===== config.mk =====
export PLATFORM = sky130hd
export DESIGN_NAME = imem_serial_loader
export DESIGN_NICKNAME = d
export VERILOG_FILES = /design/src/rtl/imem_serial_loader.sv
export SDC_FILE = /design/constraint.sdc
export NUM_CORES = 1
export LEC_CHECK = 0
export CAP_MARGIN = 20
export CELL_PAD_IN_SITES_DETAIL_PLACEMENT = 0
export CELL_PAD_IN_SITES_GLOBAL_PLACEMENT = 1
export CORE_MARGIN = 1
export CORE_UTILIZATION = 36
export DETAILED_ROUTE_END_ITERATION = 8
export GPL_TIMING_DRIVEN = 0
export PLACE_DENSITY = 0.86
export SYNTH_ARGS = -nofsm -noshare
export SYNTH_HDL_FRONTEND = slang
export SYNTH_SLANG_ARGS = --single-unit

===== constraint.sdc =====
create_clock -name CLK -period 1.85 [get_ports CLK]
set_input_delay 0.555 -clock CLK [delete_from_list [all_inputs] [get_ports CLK]]
set_output_delay 0.555 -clock CLK [all_outputs]
set_load 0.01 [all_outputs]

===== src/rtl/imem_serial_loader.sv =====
// Boot-time instruction memory loader.
// Takes a byte stream (CNT_LO, CNT_HI, 4*N little-endian data bytes, CHK).
// Each assembled 32-bit word is written to consecutive word addresses.
// The XOR of the data bytes is checked against CHK.
// cpu_run rises only after a verified load; any failure sets load_err.
// Ports:
//   CLK, Reset              clock, synchronous active-high reset
//   in_valid/in_byte        byte stream from upstream (e.g. UART RX)
//   in_ready                byte accepted when in_valid & in_ready at rising edge
//   mem_we/mem_addr/mem_wdata  one-cycle write strobe, byte address, word data
//   words_loaded            words written so far in this load
//   cpu_run                 program verified, release processor
//   load_err                load failed, sticky until Reset
module imem_serial_loader #(
  parameter int unsigned MEM_WORDS      = 256,
  parameter logic [31:0] BASE_ADDR      = 32'h0,
  parameter int unsigned TIMEOUT_CYCLES = 100000
) (
  input  logic        CLK,
  input  logic        Reset,
  input  logic        in_valid,
  input  logic [7:0]  in_byte,
  output logic        in_ready,
  output logic        mem_we,
  output logic [31:0] mem_addr,
  output logic [31:0] mem_wdata,
  output logic [15:0] words_loaded,
  output logic        cpu_run,
  output logic        load_err
);

  localparam int unsigned TW = (TIMEOUT_CYCLES > 1) ? $clog2(TIMEOUT_CYCLES) : 1;
  localparam logic [TW-1:0] TIMER_LAST = TW'(TIMEOUT_CYCLES - 1);

  typedef enum logic [2:0] {
    IDLE   = 3'd0,
    CNT_HI = 3'd1,
    DATA   = 3'd2,
    CHECK  = 3'd3,
    DONE   = 3'd4,
    ERROR  = 3'd5
  } state_t;

  state_t        state;
  state_t        state_nxt;
  logic          xfer;
  logic [7:0]    cnt_lo;
  logic [15:0]   n_words;
  logic [15:0]   n_rx;
  logic [1:0]    byte_idx;
  logic [23:0]   word_lo;
  logic [7:0]    chk;
  logic [TW-1:0] timer;
  logic          timing;
  logic          expired;
  logic          last_word;

  assign xfer      = in_valid & in_ready;
  assign n_rx      = {in_byte, cnt_lo};
  assign timing    = (state == CNT_HI) || (state == DATA) || (state == CHECK);
  // A byte arriving on the terminal count wins over the timeout.
  assign expired   = timing && (timer == TIMER_LAST) && !xfer;
  // words_loaded counts completed words, so this is the Nth word in flight.
  assign last_word = (words_loaded + 16'd1) == n_words;

  // State register
  always_ff @(posedge CLK) begin
    if (Reset) state <= IDLE;
    else       state <= state_nxt;
  end

  // Next-state logic
  always_comb begin
    state_nxt = state;
    unique case (state)
      IDLE:   if (xfer) state_nxt = CNT_HI;
      CNT_HI: begin
        if (xfer) begin
          if (n_rx == 16'd0)                    state_nxt = CHECK;
          else if ({16'd0, n_rx} > MEM_WORDS)   state_nxt = ERROR;
          else                                  state_nxt = DATA;
        end
      end
      DATA:   if (xfer && (byte_idx == 2'd3) && last_word) state_nxt = CHECK;
      CHECK:  if (xfer) state_nxt = (in_byte == chk) ? DONE : ERROR;
      default: ;
    endcase
    if (expired) state_nxt = ERROR;
  end

  // Datapath and registered outputs
  always_ff @(posedge CLK) begin
    if (Reset) begin
      in_ready     <= 1'b1;
      mem_we       <= 1'b0;
      mem_addr     <= BASE_ADDR;
      mem_wdata    <= 32'd0;
      words_loaded <= 16'd0;
      cpu_run      <= 1'b0;
      load_err     <= 1'b0;
      cnt_lo       <= 8'd0;
      n_words      <= 16'd0;
      byte_idx     <= 2'd0;
      word_lo      <= 24'd0;
      chk          <= 8'd0;
      timer        <= '0;
    end else begin
      in_ready <= (state_nxt == IDLE) || (state_nxt == CNT_HI) ||
                  (state_nxt == DATA) || (state_nxt == CHECK);
      cpu_run  <= (state_nxt == DONE);
      load_err <= (state_nxt == ERROR);
      mem_we   <= 1'b0;

      // Idle-cycle timer restarts on every byte and on every state change.
      if (xfer || !timing || (state_nxt != state)) timer <= '0;
      else                                         timer <= timer + TW'(1);

      if (xfer) begin
        unique case (state)
          IDLE:   cnt_lo <= in_byte;
          CNT_HI: begin
            n_words  <= n_rx;
            byte_idx <= 2'd0;
            chk      <= 8'd0;
          end
          DATA: begin
            chk      <= chk ^ in_byte;
            byte_idx <= byte_idx + 2'd1;
            unique case (byte_idx)
              2'd0: word_lo[7:0]   <= in_byte;
              2'd1: word_lo[15:8]  <= in_byte;
              2'd2: word_lo[23:16] <= in_byte;
              default: begin
                mem_we       <= 1'b1;
                mem_wdata    <= {in_byte, word_lo};
                mem_addr     <= BASE_ADDR + {14'd0, words_loaded, 2'b00};
                words_loaded <= words_loaded + 16'd1;
              end
            endcase
          end
          default: ;
        endcase
      end
    end
  end

endmodule

Word-level counts from Yosys, hierarchy flattened
Cells that the tools add are included.
Operators by class
  add/sub/neg operators: 3
  multiply operators: 0
  divide/modulo/power cells: 0
  $lt $le $gt $ge: 1
  equal/unequal tests: 15
  shifts and indexed selects: 0
  muxes and demuxes: 12
  bitwise logic cells: 5
  reduce and logical (&&, ||, !) cells: 28
Operators by type and width (count)
  $mux 3: 7
  $add 17x1->17 const B: 1
  $eq 17x17->1 const B: 1
  $add 16x1->16 const B: 1
  $eq 16x16->1: 1
  $gt 16x9->1 const B: 1
  $logic_not 16->1: 1
  $pmux 8 s2: 1
  $eq 3x2->1 const B: 4
  $pmux 3 s4: 1
  $reduce_and 3->1: 4
  $eq 8x8->1: 1
  $xor 8x8->8: 1
  $logic_or 1x1->1: 7
  $eq 3x1->1 const B: 2
  $eq 3x3->1 const B: 2
  $logic_not 3->1: 2
  $reduce_and 2->1: 3
  $reduce_or 3->1: 2
  $eq 2x2->1 const B: 2
  $logic_and 1x1->1: 4
  $pmux 2 s2: 1
  $ne 3x3->1: 1
  $not 1->1: 3
  8 further kinds: 10
Word-level totals
  register bits after elaboration: 146
  bits in latches: 0
  bits in writable memories: 0
  bits in read-only memories: 0
  input port bits: 11
  output and inout port bits: 84
  word-level logic and storage cells: 80
  memories kept: 0

Logic depth before layout (Yosys ltp)
Gate-level depths: netlist (run 1).
  depth in word-level cells: 10
  depth in mapped cells: 7
  gate-level depth less buffers: 7

Worst setup path before layout (run 1)
OpenSTA, ideal clock, no wires.
  path kind: input port to flip-flop
  start: input in_byte[6]
  end: register state[0]
  setup time: 0.124 ns
  arrival time: 1.701 ns
  data required time: 1.726 ns
  slack: 0.025 ns
  cell stages on the path: 7
  buffers on the path: 1
  path through: clkbuf_1 > xnor2_1 > nand4_1 > o41ai_1 > o211ai_1 > nand2b_1 > o31ai_2
Between the ends
  cells in the longest elaborated chain, start to end: 6
  elaborated cells between the ends (all ways): 10
  those cells by class: order compare: 1; eq/ne: 1; mux: 7; reduce/logical: 1
RTL lines
  start, declared: RTL line 22  | input logic [7:0] in_byte,
  $gt 16x9->1: RTL line 80  | else if ({16'd0, n_rx} > MEM_WORDS) state_nxt = ERROR;
  $mux 3: RTL line 80
  $mux 3: RTL line 79  | if (n_rx == 16'd0) state_nxt = CHECK;
  $mux 3: RTL line 78  | if (xfer) begin
  $pmux 3 s4 *: RTL line 75  | unique case (state)
  $mux 3 *: RTL line 88  | if (expired) state_nxt = ERROR;
  end signal, assigned: RTL line 69  | else state <= state_nxt;
  end, declared: RTL line 44  | state_t state;
Every way passes the cells marked *; elsewhere a longest branch is shown, timed or not.
A chain may end at the register's enable or synchronous reset.

Worst setup path after layout (run 1)
  start: register state[2]
  end: register state[0]
Between the ends
  cells in the longest elaborated chain, start to end: 6
  elaborated cells between the ends (all ways): 10
  those cells by class: eq/ne: 3; mux: 2; reduce/logical: 5
RTL lines
  $eq 3x1->1 or $eq 3x2->1 (tied branches): RTL line 60, 75
  $logic_or 1x1->1 (2 in a row): RTL line 60  | assign timing = (state == CNT_HI) || (state == DATA) || (state == CHECK);
  $logic_and 1x1->1 (2 in a row): RTL line 62  | assign expired = timing && (timer == TIMER_LAST) && !xfer;
  $mux 3 *: RTL line 88
Marks and branches as above.

==> impl.org, run 1 <==
** Run status
- Status :: finished, violations left
- Violated checks :: setup timing

** Critical path
- Crit. path cell count :: 7
- Worst setup SP type :: flop
- Setup slack of the worst register-to-register path :: -0.04 ns
- Startpoint of the most critical register-to-register path :: state[2]$_SDFF_PP0_
- The endpoint identified for the worst register-to-register timing path is state[0]$_SDFF_PP0_.
- The worst setup path is captured at a flop.
- The most critical setup path has its endpoint at state[0]$_SDFF_PP0_.
- Delay of the slowest cell on the worst path :: 0.40 ns
- Maximum net fanout on the critical path :: 8
- For the worst setup path, the data arrival time is 2.20 ns.
- Among all stages on the critical path, the largest delay is contributed by or3b_4.
- Data on the critical path is required at its endpoint by 2.16 ns.
- Counting both buffers and inverters, the worst setup path holds a total of 1.
- Path depth of the worst reg2reg path :: 7
- In this run the worst setup path begins at state[2]$_SDFF_PP0_.
- Start-to-end type of the worst setup path :: flop to flop
- The cell family contributing the most delay on the critical path is simple AND/OR/NAND/NOR gates.
- Walking the worst path, the cells encountered are or3b_4, buf_6, nor2_4, nand4_1, nor4_2, o2111ai_1, o31ai_2.

** Final layout
- 0 antenna diodes ended up in the layout.
- For this run, the post-layout net count is between 900 and 1000.
- Cells with a size suffix above 1 make up between 15 and 20% of the layout.
- The top cell types in the final layout, fill and taps aside, are nand2_1 (163), dfxtp_1 (133), a21oi_1 (110).
- Cells fill slightly below 50% of the core in the end.
- Area added between synthesis and finish :: 33.25%
- Post-route cell area :: 8409 sq um
- Commonest non-fill, non-tap cell in the layout :: nand2_1
- Cell Count, Final, Fillers Out :: 1145

** Floorplan
- The floorplan step defined a die boundary enclosing about 18000 sq um.
- After floorplanning, the core was divided into between 40 and 50 placement rows.
- Number of placed I/O pins :: 95
- Once the floorplan was initialized, standard cells occupied 36.61% of the core.
- The floorplan step set the die width to 134.4 um.
- The core region is roughly 17000 sq um.
- Die Span Y :: roughly 130 um

** Global routing
- Remaining global-route overflow :: 0
- The number of global-route vias before repair is a little over 5000.
- The first global-routing pass estimated roughly 26 mm of wire.
- Across every metal layer, demand over resource in global routing totals between 10% and 20%.
- The initial antenna violation count is 0.
- Pin count of the biggest net entering global routing :: 17

** Synth
- Combined area of all synthesized cells :: ~6300 sq um
- For this run, asynchronously set or reset flops after synthesis account for 0%.
- Flop and latch count out of synthesis :: about 150
- Synthesis produced a netlist whose cell count is between 700 and 800.
- Summed over its instances, the top area cell type makes up 46.31% of the synthesized netlist area.
- Synth warn :: 0
- Portion of the post-synthesis area used by sequential elements :: approximately 46%
- Biggest area contributors in the synthesized netlist :: dfxtp_1 (46%), nand2_1 (10%), a21oi_1 (9.1%)
- Post-Syn Area per Cell :: 7.979 sq um
- In this run, distinct cell masters in the synthesized netlist total between 40 and 50.
- Post-synth top flop :: dfxtp_1
- The synthesized design contains 0 enable-type register cells.
- The synthesized design spends more area on one cell type than any other, namely dfxtp_1.

** Clocking
- Number of buffers on the longest clock path :: 2
- Clk root buf :: clkbuf_16
- Clk Latency, worst-skew pair :: 0.43 ns
- For this design, the sink count on the clock tree is around 150.
- Number of buffers added by the clock tree synthesis step :: 17
- TritonCTS built the clock tree.
- Number of H-tree levels :: 4
- After clock tree synthesis, the clock-pin slew on the worst setup and hold paths is approximately 0.06 ns.

** Route
- The routed layout has about 5700 vias.
- After detailed routing, the number of remaining DRC violations is 0.
- Wires add up to about 16 mm.
- Count of nets left with antenna violations after detail routing :: 0
- After the first detailed-routing iteration, the DRC count stood at between 200 and 300.
- Average detailed-routed wire length per instance :: ~14 um
- Before antenna repair, the detailed router went through 5 iterations.
- In the routed layout, each cell is associated on average with a via count of between 5 and 6.

** Timing
- Setup repair after global routing could not meet its margin everywhere.
- Based on the critical path, the design can be clocked at up to approximately 530 MHz.
- Worst-case hold slack :: 0.4484 ns
- Dividing the final minimum period by the clock period gives 102.1%.
- Measured against its own limit, the worst slew margin works out to a little over half.
- The number of hold violations in the final report came to 0.
- Least-Margin Pin Slew :: around 0.72 ns
- Final setup TNS :: -0.03960 ns
- Setup violators final :: 1
- For the final database, setup skew stands at about 0.016 ns.
- The number of max-slew violations in the final report came to 0.
- In the post-route analysis, the smallest setup slack over all paths is -0.03960 ns.
- Shortest clock period the worst path allows after layout :: 1.890 ns

** Power and ir drop
- Total power :: around 7.3 mW
- Leakage power :: between 3 and 4 nW
- Power density of the placed cells :: 870.8 nW/um^2
- VDD IR-drop max :: about 0.70 mV

** Place
- Pre-CTS setup slack :: -0.9727 ns
- Routability-driven placement finished with a final weighted congestion of 0.7888.
- Cell Area, Placed :: 7360 sq um
- Once placement completed, the tool counted placed cells totaling between 1000 and 1500.
- Input/output buffers :: just over 70
- The HPWL after detailed placement is 10.86 mm.

** Run
- Max capacitance violation total :: 0

** Min path
- Class of the tightest hold or removal check :: flop to flop
-- worst min path at each step --
| stage | cells past startpoint | slack (ns) | start | endpoint |
|---|---|---|---|---|
| 2_1_floorplan | 1 | 0.43 | timer[0]$_SDFF_PP0_ | timer[0]$_SDFF_PP0_ |
| 3_3_place_gp | 2 | 0.44 | mem_addr[6]$_SDFFE_PP0P_ | mem_addr[6]$_SDFFE_PP0P_ |
| 3_5_place_dp | 2 | 0.45 | mem_wdata[8]$_SDFFE_PP0P_ | mem_wdata[8]$_SDFFE_PP0P_ |
| 4_1_cts | 2 | 0.45 | mem_wdata[9]$_SDFFE_PP0P_ | mem_wdata[9]$_SDFFE_PP0P_ |
| 5_1_grt | 2 | 0.47 | word_lo[2]$_SDFFE_PP0P_ | word_lo[2]$_SDFFE_PP0P_ |
| 6_report | 2 | 0.45 | mem_wdata[9]$_SDFFE_PP0P_ | mem_wdata[9]$_SDFFE_PP0P_ |
-- kinds of logic after synthesis --
group / synth area share [%]
AO/OA/AOI/OAI: 13.58
XOR/XNOR: 8.049
adder cells (fa/ha/maj): 1.388
buffers and inverters: 5.928
flip-flops: 46.31
other: 0.05942
AND/OR/NAND/NOR: 24.68
-- worst register-to-register path, cell delays in order (launching register included) --
cell and delay (ns):
dfxtp_4 0.38, or3b_4 0.40, buf_6 0.15, nor2_4 0.15, nand4_1 0.13, nor4_2 0.17
o2111ai_1 0.16, o31ai_2 0.24
-- flip-flops by register name, summed over array words and instances, names as in the netlist --
name	count
byte_idx	2
chk	8
cnt_lo	8
cpu_run	1
in_ready	1
load_err	1
mem_addr	16
mem_wdata	32
mem_we	1
n_words	16
state	3
timer	17
word_lo	24
words_loaded	16
-- cell type report --
| type | count | area (sq um) |
|---|---|---|
| tap | 225 | 281.5 |
| sequential | 146 | 2952 |
| multi-input combinational | 583 | 3257 |
| buffer | 70 | 447.9 |
| clock buffer | 21 | 460.4 |
| fill | 1660 | 8827 |
| timing repair buffer | 82 | 809.5 |
| inverter | 7 | 26.28 |
| clock inverter | 11 | 175.2 |
-- power breakdown --
group	total (mW)	switching [mW]	leakage, nW	internal, mW
Combinational	0.393	0.252	1.91	0.141
Clock	3.72	1.37	0.305	2.34
Sequential	3.21	0.0405	1.19	3.17
Total	7.32	1.67	3.40	5.66
-- cells in the mapped netlist, types with 2 or more instances --
cell type  instances
a21o_1             2
a21oi_1          115
and2_1             3
and3_1             7
and4_1             3
buf_2             10
buf_4             19
clkbuf_1          40
dfxtp_1          146
ha_1               7
inv_1              7
nand2_1          170
nand2b_1           2
nand3_1           56
nand3b_1           9
nand4_1            6
nor2_1            53
nor2_2             2
nor2b_1            2
nor3_1             8
nor3b_1            3
nor4_1             4
o2111ai_1          3
o21ai_0           25
o21ai_1            4
or3_1              5
or3b_1             2
xnor2_1           33
xor2_1            25
-- repair_timing --
action                                  CTS  global route
gates cloned                              0             3
hold buffers                              0             0
buffers inserted                          4             4
endpoints found under the setup margin  194            56
resized for setup                       121            56
pin swaps                                 4             8
-- routing by layer --
layer / global-route usage, % / share of wire (%) / vias to the layer above
met5: 0 / 0 / -
met4: 6.554 / 1.5 / 0
met3: 4.044 / 5.4 / 27
met2: 29.68 / 47 / 167
met1: 24.03 / 46 / 2683
li1: - / - / 2866
Note: power is estimated with default switching activity, not from simulation.
==> run 2, diff against run 1 <==
--- a/config.mk
+++ b/config.mk
@@ -8,6 +8,7 @@
 export CAP_MARGIN = 20
 export CELL_PAD_IN_SITES_DETAIL_PLACEMENT = 0
 export CELL_PAD_IN_SITES_GLOBAL_PLACEMENT = 1
+export CORE_ASPECT_RATIO = 0.6
 export CORE_MARGIN = 1
 export CORE_UTILIZATION = 36
 export DETAILED_ROUTE_END_ITERATION = 8
==> run 2 against run 1 <==
Against the previous run:
- the run still ends with setup timing left
- clock skew down 0.0089 ns
- wire length grew 5.4%
- highest routed layer unchanged
- sequential power is essentially flat
- sequential share of layout area down 0.28 points
==> impl.org, run 2 (synthesized netlist as in run 1, its figures left out) <==
** Final layout
- Area added between synthesis and finish :: 34.87%
- The net count of the finished layout was 930 (+0.54%).
- Top library cells by usage in the layout, fill and taps aside :: nand2_1 (164), dfxtp_1 (129), a21oi_1 (111)
- More flip-flops sit in one register than any other, and that register is mem_wdata.
- Commonest non-fill, non-tap cell in the layout :: nand2_1
- Fraction of layout instances using a drive strength above 1 :: 17.95% (+2.3 points)
- Max FFs per register :: 32 (unchanged)
- Number of fillers in the final layout :: 1620 (-2.4%)
- The count of antenna diodes in the layout came to 0 (unchanged).
- Area of all sequential standard cells :: 2964 sq um (+0.42%)
- Registers with the highest flip-flop counts :: mem_wdata x32, word_lo x24, timer x17
- Area of the multi-input gates :: 3319 sq um (+1.9%)

** Floorplan
- The top-level port count was 95 (unchanged).
- The die boundary height came to 104.6 um (-22%).
- The overall die width came to 172.9 um (+29%).
- The area of the core was 17130 sq um (-0.62%).
- Starting density of the core :: 36.84% (+0.23 points)
- Area enclosed by the die boundary :: 18080 sq um (about the same)
- Total number of placement rows :: 37 (-23%)

** Clocking
- Clock sink count :: 146 (unchanged)
- Number of H-tree levels :: 4 (unchanged)
- Number of buffers on the longest clock path :: 2 (unchanged)
- CTS tree :: done
- CTS clk-pin slew, worst paths :: 0.06 ns (about the same)
- The worst-skew pair later-pin latency is 0.43 ns (about the same).
- Clock tree synthesis selected as its root buffer the cell clkbuf_16.
- Number of buffers added by the clock tree synthesis step :: 17 (unchanged)

** Timing
- RSZ-0062 raised after global routing :: yes
- Slew Limit Fails :: 0 (unchanged)
- Final hold vios :: 0 (unchanged)
- The top achievable clock speed was 518.2 MHz (-2.1%).
- Worst setup slack after layout :: -0.07960 ns (-0.04001 ns)
- The transition time of the tightest slew-check pin came to 0.7578 ns (+0.04236 ns).
- Post-route clock period utilization :: 104.3% (+2.2 points)
- The final critical-path required period is 1.930 ns (+0.04001 ns).
- Relative slew margins :: 49.48% (-2.8 points)
- The worst-case clock skew was 0.007382 ns (-0.008947 ns).
- The setup violation total in the final timing report came to 1 (unchanged).

** Route
- # DRC :: 0 (unchanged)
- The total length of routed wires was 17.29 mm (+5.4%).
- The DRC marker count from the first detailed-route iteration was 426 (+47%).
- The iteration count of the initial detailed-routing pass was 5 (unchanged).
- Average vias per placed instance :: 5.005 (-0.21%)
- Routed vias :: 5801 (+1.0%)
- The final antenna-violating net count came to 0 (unchanged).
- The wire length per cell after detailed routing was 14.92 um (+4.2%).

** Global routing
- Antenna violations before repair :: 0 (unchanged)
- The maximum number of pins on one net before global-route repair is 17 (unchanged).
- Global routing usage summed across all routing layers :: 19.08% (+0.71 points)
- The number of global-route vias before repair is 5137 (+0.55%).
- The final global-route overflow total is 0 (unchanged).
- Wire length of the first global-routing pass :: 27.31 mm (+5.7%)

** Critical path
- The setup path with the least slack is of type flop to flop.
- The signal on the critical path passes through or3b_1, buf_6, nor2_4, nand4_1, nor4_2, o2111ai_1, o31ai_2.
- The largest incremental delay on the critical path came to 0.38 ns (-0.02 ns).
- Crit path buf inv count :: 1 (unchanged)
- Max stage delay cell, worst path :: dfxtp_4
- Cell family with most CP delay :: simple AND/OR/NAND/NOR gates
- The maximum fanout count along the critical path came to 7 (-1).
- Arrival time of the worst setup path :: 2.24 ns (+0.04 ns)
- STA classifies the critical path startpoint as a flop.
- Crit end category :: flop
- The required time of the critical path came to 2.16 ns (about the same).

** Run
- Max capacitance violation total :: 0 (unchanged)

** Power and ir drop
- Leakage power :: 3.468 nW (+1.8%)
- The share of power burned in the clock network was 49.1% (-1.7 points).
- NetSw :: 1.816 mW (+8.9%)
- Switching fraction of total power :: 25.26% (+2.5 points)
- The power density over the cells came to 844.5 nW/um^2 (-3.0%).
- The internal power is 5.373 mW (-5.0%).
- The post-route total power is 7.188 mW (-1.8%).
- Power share of the sequential group :: 44.6% (+0.7 points)
- The worst supply voltage drop on vdd was 0.6092 mV (-13%).
- The combinational share of power was 6.2% (+0.8 points).

** Place
- The HPWL reported at the end of detailed placement came to 11.79 mm (+8.5%).
- The count of port buffers added during placement came to 71 (unchanged).
- The pre-CTS worst setup slack came to -1.055 ns (-0.08239 ns).
- GP Congestion :: 0.8171 (+3.6%)

** Run status
- Status :: finished, violations left
- The final reports fail on setup timing.

** Min path
- Class of the tightest hold or removal check :: flop to flop
## run 2: cell count changes in the layout (fill, tap and decap cells not counted), moves of 2 or more
| cell | delta |
|---|---|
| nor2_2 | +4 |
| clkinv_4 | +3 |
| dfxtp_4 | +3 |
| ha_2 | -2 |
| clkbuf_4 | -2 |
| bufinv_16 | -2 |
| clkbuf_2 | +3 |
| clkbuf_1 | -7 |
| buf_4 | +7 |
| buf_2 | +2 |
| dfxtp_1 | -4 |
| nor2_1 | -5 |
| inv_8 | +3 |
## run 2: final timing paths
check                                  start                    endpoint  slack, ns  depth (start not counted)
setup reg to reg         state[1]$_SDFF_PP0_         state[0]$_SDFF_PP0_      -0.08                          7
hold / removal    mem_wdata[26]$_SDFFE_PP0P_  mem_wdata[26]$_SDFFE_PP0P_       0.45                          2
setup / recovery         state[1]$_SDFF_PP0_         state[0]$_SDFF_PP0_      -0.08                          7
hold reg to reg   mem_wdata[26]$_SDFFE_PP0P_  mem_wdata[26]$_SDFFE_PP0P_       0.45                          2
## run 2: metal layers
metal  vias to the layer above  global-route usage [%]  share of wire [%]
met5                         -                       0                  0
li1                       2880                       -                  -
met3                        15                   5.095                7.1
met1                      2715                   29.92                 54
met2                       191                   24.80                 38
met4                         0                   5.057               0.77
## run 2: stage by stage
stage / instances / hold WS (ns) / setup TNS [ns] / util (%) / area [sq um]
after floorplan: 806 / 0.4305 / 0 / - / 6367
after global placement: 1111 / 0.4435 / -90.49 / 43.03 / 7371
after detailed placement: 1111 / 0.4458 / -92.64 / 43.03 / 7371
after CTS: 1148 / 0.4531 / -0.7627 / 47.39 / 8118
after global routing: 1159 / 0.4672 / -0.1976 / 49.69 / 8512
final: 1159 / 0.4502 / -0.07960 / 49.69 / 8512
## run 2: layout make-up
| type | instances | share of cell area, % |
|---|---|---|
| Multi-Input combinational cell | 583 | 39.00 |
| Sequential cell | 146 | 34.82 |
| Timing Repair Buffer | 87 | 10.02 |
| Buffer | 70 | 5.365 |
| Clock buffer | 18 | 5.042 |
| Tap cell | 234 | 3.440 |
| Clock inverter | 14 | 1.999 |
| Inverter | 7 | 0.3087 |
## run 2: repair_timing
item                                    CTS  global route
hold buffers                              0             0
buffers inserted                          5             9
pin swaps                                 4            13
cloned                                    0             3
endpoints found under the setup margin  194           133
gates resized for setup                 125            89
## run 2: power by group through the flow
stage	clock, mW	combinational [mW]	sequential, mW
floorplan	0	0.245	3.27
global placement	0	0.349	3.28
detailed placement	0	0.351	3.28
CTS	3.57	0.380	3.21
global route	3.72	0.479	3.21
finish	3.53	0.448	3.21
## run 2: worst min-delay path, cell delays in order, from the launching register on
cell	delay (ns)
dfxtp_1	0.30
nand2_1	0.05
a21oi_1	0.05
==> run 3, diff against run 2 <==
--- a/config.mk
+++ b/config.mk
@@ -12,6 +12,7 @@
 export CORE_MARGIN = 1
 export CORE_UTILIZATION = 36
 export DETAILED_ROUTE_END_ITERATION = 8
+export GPL_ROUTABILITY_DRIVEN = 0
 export GPL_TIMING_DRIVEN = 0
 export PLACE_DENSITY = 0.86
 export SYNTH_ARGS = -nofsm -noshare
==> constraint.sdc (replaced) <==
create_clock -name CLK -period 1.65 [get_ports CLK]
set_input_delay 0.495 -clock CLK [delete_from_list [all_inputs] [get_ports CLK]]
set_output_delay 0.495 -clock CLK [all_outputs]
set_load 0.01 [all_outputs]
==> run 3 against run 2 <==
Against the previous run:
- the run still ends with setup timing left
- utilization rose by 4.4 points
- clock skew increased by 0.0092 ns
- combinational power rose by 23%
- design area grew 8.9%
- sequential share of layout area fell by 2.6 points
- clock power increased by 13%
- critical path type unchanged
- largest cell class unchanged
- largest power group unchanged
- highest routed layer unchanged
==> impl.org, run 3 (synthesized netlist as in run 1, its figures left out) <==
** Run status
- The run finished, with violations left.
- The checks that failed: setup timing.

** Route
- Count of nets left with antenna violations after detail routing :: 0 (unchanged)
- The number of design rule violations left after detail routing came to 0 (unchanged).
- The iteration count of the initial detailed-routing pass was 5 (unchanged).
- The total met3 wirelength after detailed routing is 1.128 mm (-8.1%).
- 1st-iter DRT viols :: 575 (+35%)
- Signal routing reaches up to met4.
- The met2 wire length was 7.617 mm (+15%).
- Average detailed-routed wire length per instance :: 15.92 um (+6.7%)
- The routed via count came to 6025 (+3.9%).
- The total length of routed wires came to 18.84 mm (+9.0%).
- The wire length on met1 was 9.860 mm (+5.9%).
- Average vias per placed instance :: 5.089 (+1.7%)

** Timing
- The setup violation total in the final timing report came to 46 (+45).
- Post-route clock period utilization :: 120.1% (+16 points)
- The number of hold violations in the final report came to 0 (unchanged).
- The hold slack was 0.4440 ns (-0.006188 ns).
- Setup repair after global routing could not meet its margin everywhere.
- The final critical-path required period came to 1.982 ns (+0.05242 ns).
- The final worst-path setup slack was -0.3320 ns (-0.2524 ns).
- Least-Margin Pin Slew :: 0.7567 ns (-0.001060 ns)
- Maximum clock frequency :: 504.5 MHz (-2.6%)
- Relative slew margins :: 49.55% (+0.071 points)
- The worst-case clock skew came to 0.01656 ns (+0.009176 ns).
- Slew Limit Fails :: 0 (unchanged)

** Clocking
- The quantity of hold-fixing buffers added after cts came to 0 (unchanged).
- The clock slew seen by the registers of the worst setup and hold paths is 0.08 ns (+0.02 ns).
- The worst-skew pair later-pin latency is 0.44 ns (about the same).
- The worst-case clock buffer depth was 2 (unchanged).
- Clock sink count :: 146 (unchanged)
- The level count of the clock H-tree came to 4 (unchanged).
- CTS tree :: done
- CTS placed an instance of clkbuf_16 at the clock tree root.
- Number of buffers added by the clock tree synthesis step :: 17 (unchanged)

** Critical path
- By startpoint and endpoint, the worst setup path is classified as flop to flop.
- In this design, the largest share of critical-path delay is due to simple AND/OR/NAND/NOR gates.
- Crit path buf inv count :: 0 (-1)
- The critical path data arrival time is 2.30 ns (+0.06 ns).
- The largest incremental delay on the critical path is 0.40 ns (+0.02 ns).
- The slowest stage of the critical path belongs to the cell dfxtp_2.
- Critical path, cell by cell :: ha_2, nand3_2, nor2_1, xnor2_1, nor4_2, o2111ai_2, o31ai_4
- The worst setup path is launched from a flop.
- Startpoint of the most critical register-to-register path :: words_loaded[1]$_SDFFE_PP0P_
- The slack of the worst reg-to-reg path was -0.33 ns (-0.25 ns).
- Crit end category :: flop
- In this run the critical register-to-register path is captured at state[0]$_SDFF_PP0_.
- WP data required :: 1.97 ns (-0.19 ns)
- The length in cells of the worst reg-to-reg path came to 7 (unchanged).
- Maximum net fanout on the critical path :: 6 (-1)

** Power and ir drop
- VDD IR-drop max :: 0.5462 mV (-10%)
- Power density of the placed cells :: 877.4 nW/um^2 (+3.9%)
- Total internal power :: 5.966 mW (+11%)
- Leakage power :: 3.528 nW (+1.7%)
- Combinational share of power :: 6.8% (+0.6 points)
- NetSw :: 2.165 mW (+19%)
- The share of power burned in registers was 44.2% (-0.4 points).
- The share of power burned in the clock network is 49.0% (about the same).
- The fraction of power spent switching nets is 26.63% (+1.4 points).

** Min path
- Class of the tightest hold or removal check :: primary input to flop
- Startpoint of the lowest-slack hold path :: in_byte[5]
- Hold EP :: word_lo[21]$_SDFFE_PP0P_
- Number of cells on the worst hold path :: 3 (+1)

** Final layout
- Final net count :: 953 (+2.5%)
- The area of all placed cells without fillers is 9266 sq um (+8.9%).
- Registers with the highest flip-flop counts :: mem_wdata x32, word_lo x24, timer x17
- Commonest non-fill, non-tap cell in the layout :: nand2_1
- The number of flip-flops under the largest register name came to 32 (unchanged).
- Area added between synthesis and finish :: 46.83%
- The top cell types in the final layout, fill and taps aside, are nand2_1 (145), dfxtp_1 (125), a21oi_1 (83).
- mem_wdata holds more flip-flops than any other register.
- The share of layout cells above drive strength 1 is 28.59% (+11 points).

** Floorplan
- The row count was 37 (unchanged).
- The total die area came to 18080 sq um (unchanged).
- The die boundary height was 104.6 um (unchanged).
- The top-level port count came to 95 (unchanged).
- The overall die width was 172.9 um (unchanged).
- The area of the core came to 17130 sq um (unchanged).
- Starting density of the core :: 36.84% (unchanged)

** Global routing
- Wire length of the first global-routing pass :: 29.06 mm (+6.4%)
- Antenna violations before repair :: 2 (+2)
- The final global-route overflow total was 0 (unchanged).
- The total routing usage reported by global routing is 20.17% (+1.1 points).
- The maximum number of pins on one net before global-route repair was 17 (unchanged).
- Number of global-route vias before repair :: 5541 (+7.9%)

** Place
- Estimated wirelength of the detail-placed design :: 11.81 mm (+0.14%)
- The count of port buffers added during placement came to 71 (unchanged).
- The cell area after placement is 7451 sq um (+1.1%).

** Run
- The count of max-cap constraint violations came to 0 (unchanged).
[run 3: final cells by class]
type,instances,area (sq um)
tap,234,292.8
sequential,146,2982
buffer,69,569.3
multi-input combinational,584,3704
timing repair buffer,110,1087
clock inverter,14,161.4
clock buffer,18,439.2
fill,1570,7863
inverter,7,26.28
antenna,2,5.005
[run 3: worst reg2reg max path: stages, from the launching register on]
cell,delay (ns)
dfxtp_2,0.40
ha_2,0.26
nand3_2,0.16
nor2_1,0.17
xnor2_1,0.11
nor4_2,0.32
o2111ai_2,0.20
o31ai_4,0.25
[run 3: worst max path at each step]
stage / from / end / slack (ns) / cells past startpoint
floorplan: in_byte[1] / state[0]$_SDFF_PP0_ / -0.01 / 7
global placement: in_byte[0] / state[0]$_SDFF_PP0_ / -1.20 / 7
detailed placement: in_byte[0] / state[0]$_SDFF_PP0_ / -1.16 / 7
CTS: state[1]$_SDFF_PP0_ / state[0]$_SDFF_PP0_ / -0.23 / 7
global route: words_loaded[2]$_SDFFE_PP0P_ / state[0]$_SDFF_PP0_ / -0.48 / 8
finish: words_loaded[1]$_SDFFE_PP0P_ / state[0]$_SDFF_PP0_ / -0.33 / 7
[run 3: through the flow]
stage / power [mW] / utilization, % / setup slack (ns) / instances / TNS, ns
floorplan: 3.958 / - / -0.01026 / 806 / -0.01026
global placement: 4.086 / 43.50 / -1.203 / 1111 / -112.40
detailed placement: 4.085 / 43.50 / -1.158 / 1111 / -111.76
CTS: 8.109 / 50.94 / -0.2286 / 1169 / -3.223
global route: 8.362 / 54.08 / -0.4758 / 1183 / -8.688
finish: 8.131 / 54.10 / -0.3320 / 1184 / -5.138
[run 3: power groups by stage]
stage	combinational [mW]	sequential (mW)	clock [mW]
3_3_place_gp	0.406	3.68	0
5_1_grt	0.589	3.60	4.18
6_report	0.549	3.59	3.99
2_1_floorplan	0.288	3.67	0
4_1_cts	0.489	3.59	4.03
3_5_place_dp	0.405	3.68	0
[run 3: layer usage]
metal	track usage (%)	vias to the layer above
li1	-	2935
met1	31.00	2870
met2	27.28	197
met3	4.913	23
met4	5.563	0
met5	0	-
[run 3: what timing repair did]
item | in CTS | in global routing
gates resized for setup | 211 | 152
endpoints found under the setup margin | 214 | 138
buffers inserted | 21 | 13
pin swaps | 33 | 44
cloned | 5 | 4
